==> src/rtl/fa_bist_pkg.sv <==
// fa_bist_pkg: shared state encoding and vector constants for the full-adder self-test
package fa_bist_pkg;
  localparam int VEC_W = 3;
  localparam int NUM_VECS = 8;
  localparam logic [VEC_W-1:0] LAST_VEC = VEC_W'(NUM_VECS - 1);
  typedef enum logic [2:0] {
    IDLE  = 3'd0,
    DRIVE = 3'd1,
    WAIT  = 3'd2,
    CHECK = 3'd3,
    DONE  = 3'd4
  } state_t;
endpackage

==> src/rtl/fa_ref_model.sv <==
// fa_ref_model: combinational golden full adder, {A,B,C} -> expected sum and carry
module fa_ref_model
  import fa_bist_pkg::*;
(
  input  logic [VEC_W-1:0] vec,
  output logic             exp_f,
  output logic             exp_ci
);
  // sum is the parity of the inputs; carry is the majority
  always_comb begin
    exp_f  = ^vec;
    exp_ci = (vec[2] & vec[1]) | (vec[2] & vec[0]) | (vec[1] & vec[0]);
  end
endmodule

==> src/rtl/full_adder_bist.sv <==
// full_adder_bist: exhaustive self-test engine driving and checking a 1-bit full adder
module full_adder_bist
  import fa_bist_pkg::*;
#(
  parameter int SETTLE_CYCLES = 2
) (
  input  logic       clk,
  input  logic       rst_n,
  input  logic       start,
  output logic       dut_a,
  output logic       dut_b,
  output logic       dut_c,
  input  logic       dut_f,
  input  logic       dut_ci,
  output logic       busy,
  output logic       done,
  output logic       pass,
  output logic [3:0] err_count,
  output logic       fail_valid,
  output logic [2:0] first_fail_vec
);
  state_t state_q, state_d;
  logic [VEC_W-1:0] vec_q, vec_d;
  logic [3:0] cnt_q, cnt_d;
  logic [3:0] err_q, err_d;
  logic fv_q, fv_d;
  logic [VEC_W-1:0] ffv_q, ffv_d;
  logic done_q, done_d;
  logic pass_q, pass_d;
  logic busy_q, busy_d;
  logic exp_f, exp_ci, mismatch;

  fa_ref_model u_ref (
    .vec   (vec_q),
    .exp_f (exp_f),
    .exp_ci(exp_ci)
  );

  assign mismatch = (dut_f != exp_f) | (dut_ci != exp_ci);
  assign {dut_a, dut_b, dut_c} = vec_q;
  assign busy = busy_q;
  assign done = done_q;
  assign pass = pass_q;
  assign err_count = err_q;
  assign fail_valid = fv_q;
  assign first_fail_vec = ffv_q;

  // sequencing: apply vector, let the adder settle, check, advance; results held in DONE
  always_comb begin
    state_d = state_q;
    vec_d   = vec_q;
    cnt_d   = cnt_q;
    err_d   = err_q;
    fv_d    = fv_q;
    ffv_d   = ffv_q;
    done_d  = done_q;
    pass_d  = pass_q;
    busy_d  = busy_q;
    case (state_q)
      IDLE, DONE: if (start) begin
        state_d = DRIVE;
        vec_d   = '0;
        err_d   = '0;
        fv_d    = 1'b0;
        ffv_d   = '0;
        done_d  = 1'b0;
        pass_d  = 1'b0;
        busy_d  = 1'b1;
      end
      DRIVE: begin
        cnt_d   = 4'(SETTLE_CYCLES - 1);
        state_d = WAIT;
      end
      WAIT: begin
        cnt_d   = (cnt_q == '0) ? cnt_q : cnt_q - 4'd1;
        state_d = (cnt_q == '0) ? CHECK : WAIT;
      end
      CHECK: begin
        err_d = mismatch ? err_q + 4'd1 : err_q;
        fv_d  = fv_q | mismatch;
        ffv_d = (mismatch && !fv_q) ? vec_q : ffv_q;
        if (vec_q == LAST_VEC) begin
          state_d = DONE;
          done_d  = 1'b1;
          busy_d  = 1'b0;
          pass_d  = (err_q == '0) && !mismatch;
        end else begin
          state_d = DRIVE;
          vec_d   = vec_q + 1'b1;
        end
      end
      default: state_d = IDLE;
    endcase
  end

  // state and result registers; reset aborts any run in progress
  always_ff @(posedge clk or negedge rst_n) begin
    if (!rst_n) begin
      state_q <= IDLE;
      vec_q   <= '0;
      cnt_q   <= '0;
      err_q   <= '0;
      fv_q    <= 1'b0;
      ffv_q   <= '0;
      done_q  <= 1'b0;
      pass_q  <= 1'b0;
      busy_q  <= 1'b0;
    end else begin
      state_q <= state_d;
      vec_q   <= vec_d;
      cnt_q   <= cnt_d;
      err_q   <= err_d;
      fv_q    <= fv_d;
      ffv_q   <= ffv_d;
      done_q  <= done_d;
      pass_q  <= pass_d;
      busy_q  <= busy_d;
    end
  end
endmodule

==> config.mk <==
export PLATFORM = sky130hd
export DESIGN_NAME = full_adder_bist
export DESIGN_NICKNAME = d
export VERILOG_FILES = /design/src/rtl/fa_bist_pkg.sv /design/src/rtl/fa_ref_model.sv /design/src/rtl/full_adder_bist.sv
export SDC_FILE = /design/constraint.sdc
export NUM_CORES = 1
export LEC_CHECK = 0
export CORE_MARGIN = 4
export CORE_UTILIZATION = 47
export DETAILED_ROUTE_END_ITERATION = 7
export MAX_ROUTING_LAYER = met4
export PLACE_DENSITY_LB_ADDON = 0.12
export RECOVER_POWER = 25
export SLEW_MARGIN = 20
export SYNTH_ARGS = -nofsm -noshare
export SYNTH_HDL_FRONTEND = slang
export SYNTH_SLANG_ARGS = --single-unit
export TNS_END_PERCENT = 5
==> constraint.sdc <==
create_clock -name clk -period 1.9 [get_ports clk]
set_input_delay 0.57 -clock clk [delete_from_list [all_inputs] [get_ports clk]]
set_output_delay 0.57 -clock clk [all_outputs]
set_load 0.03 [all_outputs]
## Word level (Yosys, flattened, before mapping)

Cells that the tools add are included.
Widths: inputs -> output; s select.

- Flip-flop bits (word level): 21
- Latch bits: 0
- Bits in writable memories: 0
- Bits in read-only memories: 0
- Input port bits: 5
- Output and inout bits: 14
- Word-level logic and storage cells: 72
- Memories kept: 0

- $add $sub $neg: 3
- Multipliers: 0
- Div/mod/pow operators: 0
- Order comparisons: 0
- Eq/ne operators: 13
- Shift-type cells: 0
- Mux-type cells: 23
- Bitwise operators: 7
- Reduce and logical (&&, ||, !) cells: 17

Operator list:

| kind | count |
|---|---|
| $pmux 4 s2 | 2 |
| $mux 3 | 5 |
| $mux 4 | 3 |
| $ne 2x2->1 const B | 6 |
| $pmux 3 s2 | 2 |
| $pmux 3 s4 | 1 |
| $reduce_and 3->1 | 4 |
| $logic_not 4->1 | 2 |
| $pmux 1 s2 | 4 |
| $eq 3x2->1 const B | 2 |
| $eq 3x3->1 const B | 2 |
| $mux 1 | 6 |
| $add 4x1->4 const B | 1 |
| $or 1x1->1 | 4 |
| $reduce_and 2->1 | 2 |
| $reduce_bool 2->1 | 2 |
| $sub 4x1->4 const B | 1 |
| $add 3x1->3 const B | 1 |
| $and 1x1->1 | 3 |
| $eq 3x1->1 const B | 1 |
| $logic_not 3->1 | 1 |
| $reduce_xor 3->1 | 1 |
| $logic_and 1x1->1 | 2 |
| $logic_not 1->1 | 2 |
| other kinds (2) | 3 |

## Logic depth before layout (Yosys ltp)

- Word-level depth: 9
- Depth in mapped cells: 5
- Depth with buffers taken out: 5

## Cells and area by module

A second synthesis with hierarchy kept.

- Cell total of the unflattened synthesis: 110
- Area, all modules: 1,171.1 um^2

By module, submodules not included:

| module | instances | cells each | area each (um^2) | sequential area each (um^2) |
|---|---|---|---|---|
| full_adder_bist | 1 | 109 | 1,151.1 | 525.5 |
| fa_ref_model | 1 | 1 | 20.0 | 0.0 |

## Worst setup path after synthesis

No wires, ideal clock.

- Kind: register to register
- Start: register vec_q[2]
- End: register err_q[1], in the netlist err_count[1]
- Setup time: 0.124 ns
- Data arrival time: 1.906 ns
- Required time: 1.776 ns
- Path slack: -0.130 ns
- Stages on the path, launching flop included: 6
- Path buffers: 0
- Clock period less this slack: 2.030 ns
- Cell sequence: dfrtp_1 inv_1 fa_1 xor2_1 a21oi_1 a211o_1

- Word-level cells in the longest chain between the ends: 7
- Elaborated cells on any way between the ends: 10
- Classes of those cells: 3 x eq/ne; 5 x bitwise; 2 x reduce/logical

Ends and longest elaborated chain:

| item | line | RTL |
|---|---|---|
| start: declaration | full_adder_bist.sv:23 | `logic [VEC_W-1:0] vec_q, vec_d;` |
| start signal: assignment | full_adder_bist.sv:110 | `vec_q <= vec_d;` |
| $and 1x1->1 | fa_ref_model.sv:12 | `exp_ci = (vec[2] & vec[1]) \| (vec[2] & vec[0]) \| (vec[1] & vec[0]);` |
| $or 1x1->1 (2 in series) | fa_ref_model.sv:12 |  |
| $ne 1x1->1 | full_adder_bist.sv:39 | `assign mismatch = (dut_f != exp_f) \| (dut_ci != exp_ci);` |
| $or 1x1->1 (*) | full_adder_bist.sv:39 |  |
| $ne 2x2->1 (no source line) (*) | -- |  |
| $reduce_and 3->1 (no source line) (*) | -- |  |
| end signal: assignment | full_adder_bist.sv:112 | `err_q <= err_d;` |
| end: declaration | full_adder_bist.sv:25 | `logic [3:0] err_q, err_d;` |

Mark *: on every way between the ends. The rest lies on a longest branch, timed or not.
A chain may end at the register's enable or synchronous reset.

## Worst setup path after layout

- Start: register vec_q[0]
- End: register err_q[1], in the netlist err_count[1]

Same word-level chain as after synthesis.

==> results.md <==
- The run finished with clean final reports.
- The detailed-routing iteration count for the pre-antenna-repair pass is 4.
- The adder-cell share of the synthesized area is 7.17%.
- After synthesis, the largest family of logic cells by area is simple AND/OR/NAND/NOR gates.
- The count of buffers added by post-CTS timing repair for setup is 0.
- The fraction of layout cells with a size suffix above 1 is 18.5%.
- The number of flops mapped to enable cells by yosys is 0.
- The share of synthesized registers carrying an async set or reset is 100%.
- After clock tree synthesis, the flow added hold-fix buffers numbering 0.
- The initial antenna violation count is 0.
- STA classifies the critical path startpoint as a register.
- The detailed placement HPWL is 1610 um.
- The post-route DRC violation count is 0.
- The boundary pin count is 19.
- The sort of element at the end of the critical path is a register.
- Counting I/O delays and the setup requirement, the final critical path takes roughly 1800 ps.
- The maximum clock frequency is 549 MHz.
- The total nets after synthesis is 115.
- The via count of the first global-routing pass is between 900 and 1,000.
- The final layout contains routed wiring with a total length of 2210 um.
- For this design the ratio of total power to cell area is 1550 nW/um^2.
- For the worst setup path, the data required time is around 2100 ps.
- Clock tree synthesis inserted a total of 3 buffers.
- Summing the areas of all compound-gate instances in the mapped netlist gives slightly above 10% of the synthesized area.
- The post-layout worst setup margin is 78.0 ps.
- The site row count is 17.
- The synthesized netlist devotes 17.8% of its cell area to simple gates.
- The clock passes through at most 2 buffers.
- The cell count of the worst reg-to-reg path is 5.
- In the global route stage, met2 resource usage came out at between 20% and 30%.
- Headroom to the max-slew limit came out at 64.8%.
- Cells fill 62.7% of the core in the end.
- The number of nets still failing antenna checks after routing is 0.
- The sum of negative setup slack is 0 ps.
- The clock insertion delay at the later pin of the skew report is 310 ps.
- The register clock-pin slew on the reported worst setup and hold paths is about 130 ps.
- The combined flip-flop and latch cell area is 529 um^2.
- The multi-input combinational cell area is ~600 um^2.
- The worst hold path belongs to the class register to register.
- The synthesized instance count is 104.
- Buffers placed on the I/O ports in this run total 18.
- The count of antenna diodes in the layout is 0.
- The TritonCTS clock tree is yes.
- The average instance in the mapped netlist occupies 11.1 um^2.
- The final route contains 826 vias.
- Summing all placed instances gives a cell area of 1400 um^2.
- The core area is ~2300 um^2.
- For this run, the register share of the synthesized area comes to 45.7%.
- The detailed router's first-iteration violation count is 3.
- The number of cells on the worst hold path is 2.
- In the final routed layout, each cell accounts on average for 14.0 um.
- The tree built by TritonCTS fans out to 21 sinks.
- Setup repair after global routing could not meet its margin everywhere.
- The portion of synthesized area spent on multiplexers is 9.78%.
- The setup path with the least slack is of type register to register.
- The total count of max-transition violations in the final report is 0.
- The die covers approximately 3300 um^2.
- The number of max-cap violations is 0.
- At the worst endpoint, the arrival time is slightly above 2000 ps.
- The largest fanout of any net on the critical path is 4.
- The average via count per standard cell is between 5 and 6.
- The library cell used as clock root buffer is clkbuf_4.
- The count of distinct cell types in the synthesized netlist is 37.
- The standby leakage power is between 0.0007 and 0.0008 uW.
- The layout overhead on the synthesized area is 23.9%.
- The number of synthesis warnings is 0.
- The net count reported at finish is roughly 140.
- The final number of setup-violating endpoints is 0.
- The final design instance area without fill is 1430 um^2.
- The layer flagged by global routing as most heavily used is met2.
- The fill cell instance count of the final layout is 201.
- The maximum VDD drop is 0.919 mV.
- The final period utilization is between 90 and 100%.
- The first global-routing pass estimated 4080 um of wire.
- Of the total synthesized cell area, the portion taken by XOR and XNOR cells is 3.80%.
- CTS built an H-tree with a depth of 1.
- The total standard cell area after synthesis is 1150 um^2.
- The weighted congestion at the end of routability-driven global placement is 0.810.
- At the pin with the least slew margin, the transition time is 528 ps.
- The met1 routing resource usage after global routing is 21.4%.
- Entering global routing, the biggest net connects 22 pins.
- Counting flops and latches in the post-synthesis netlist gives 21.
- Between clock sinks in the finished design, the worst skew comes to roughly 12 ps.
- Global routing consumed, on the met3 layer, about 2.5% of the routing resources.
- Prior to clock tree synthesis, the placed netlist has a worst setup slack of -69.2 ps.
- For this run, the leading register cell type out of synthesis is dfrtp_1.
- The final count of hold timing violations was 0.
- The floorplan step set the die height to 57.5 um.
- The total overflow left after global routing is 0.
- The width of the die is 57.5 um.
- The total global-route track usage is 16.0%.
- The initial utilization of the core area, before any placement, comes to 50.6%.
==> metrics by stage <==
stage	std cells	total power, uW	hold slack (ps)
floorplan	104	1650	274
global placement	154	1990	466
detailed placement	154	2020	476
CTS	158	2190	500
global route	158	2410	526
finish	158	2220	493
==> worst paths after layout <==
check | from | end | slack (ps)
max | vec_q[0]$_DFFE_PN0P_ | err_count[1]$_DFFE_PN0P_ | 80
min | busy$_DFFE_PN0P_ | busy$_DFFE_PN0P_ | 490
max reg2reg | vec_q[0]$_DFFE_PN0P_ | err_count[1]$_DFFE_PN0P_ | 80
min reg2reg | busy$_DFFE_PN0P_ | busy$_DFFE_PN0P_ | 490
max in group asynchronous | rst_n | vec_q[0]$_DFFE_PN0P_ | 770
min in group asynchronous | rst_n | first_fail_vec[0]$_DFFE_PN0P_ | 740
==> synth_stat cells (3+ instances only) <==
library cell,count,area (um^2)
ha_1,5,62.6
xnor2_1,3,26.3
inv_1,9,33.8
dfrtp_1,21,526
nand2_1,12,45.0
mux2i_1,9,90.1
nand3_1,5,25.0
==> placed cells by master (no fill, tap or decap), drive strengths merged, types with 2 or more instances in the layout <==
master / instances
a22o: 2
o21ai: 3
nand2: 12
ha: 5
nor2: 2
nand3: 5
xnor2: 3
nor3: 2
clkbuf: 4
a21oi: 3
a211o: 2
clkdlybuf4s50: 3
inv: 9
buf: 6
nor3b: 3
or3b: 3
mux2: 2
dlygate4sd2: 14
dfrtp: 21
xor2: 2
mux2i: 9
==> where the power goes <==
group / switching, uW / total (uW) / internal [uW]
clock network: 143 / 222 / 78.5
registers: 167 / 768 / 601
logic: 686 / 1230 / 540
total: 997 / 2220 / 1220
==> routing by layer <==
layer	wire, um	share of wire [%]	up-vias
li1	-	-	414
met4	18	0.81	0
met5	0	0	-
met3	65	2.9	2
met2	1050	48	12
met1	1070	49	398
==> cell type report <==
cell class	count	area share, %
tap	28	2.46
clock buffer	3	1.58
sequential	21	37.1
inverter	9	2.37
multi-input combinational	71	41.2
timing repair buffer	25	14.9
clock inverter	1	0.351
==> registers in the layout, indices dropped and copies added (netlist names) <==
register	cells
cnt_q	4
err_count	4
pass	1
first_fail_vec	3
busy	1
state_q	3
done	1
fail_valid	1
vec_q	3
==> kinds of logic (layout without fill, tap and decap cells) <==
logic type	Yosys count	after routing
fa+ha+maj	6	6
simple gates	33	33
buf+inv	12	38
mux	11	11
xor+xnor	5	5
compound gates	16	16
flops	21	21
==> critical path, cell delays in order, from the launching register on <==
cell and delay (ps):
dfrtp_2 400, inv_2 50, fa_2 640, xor2_4 210
a21oi_1 110, a211o_1 320
==> timing repair <==
action / CTS / global route
gates cloned: 0 / 0
pin swaps: 0 / 3
setup endpoints to repair: 14 / 7
endpoints found under the hold margin: 0 / 0
gates resized for setup: 14 / 4
Note: power is estimated with default switching activity, not from simulation.
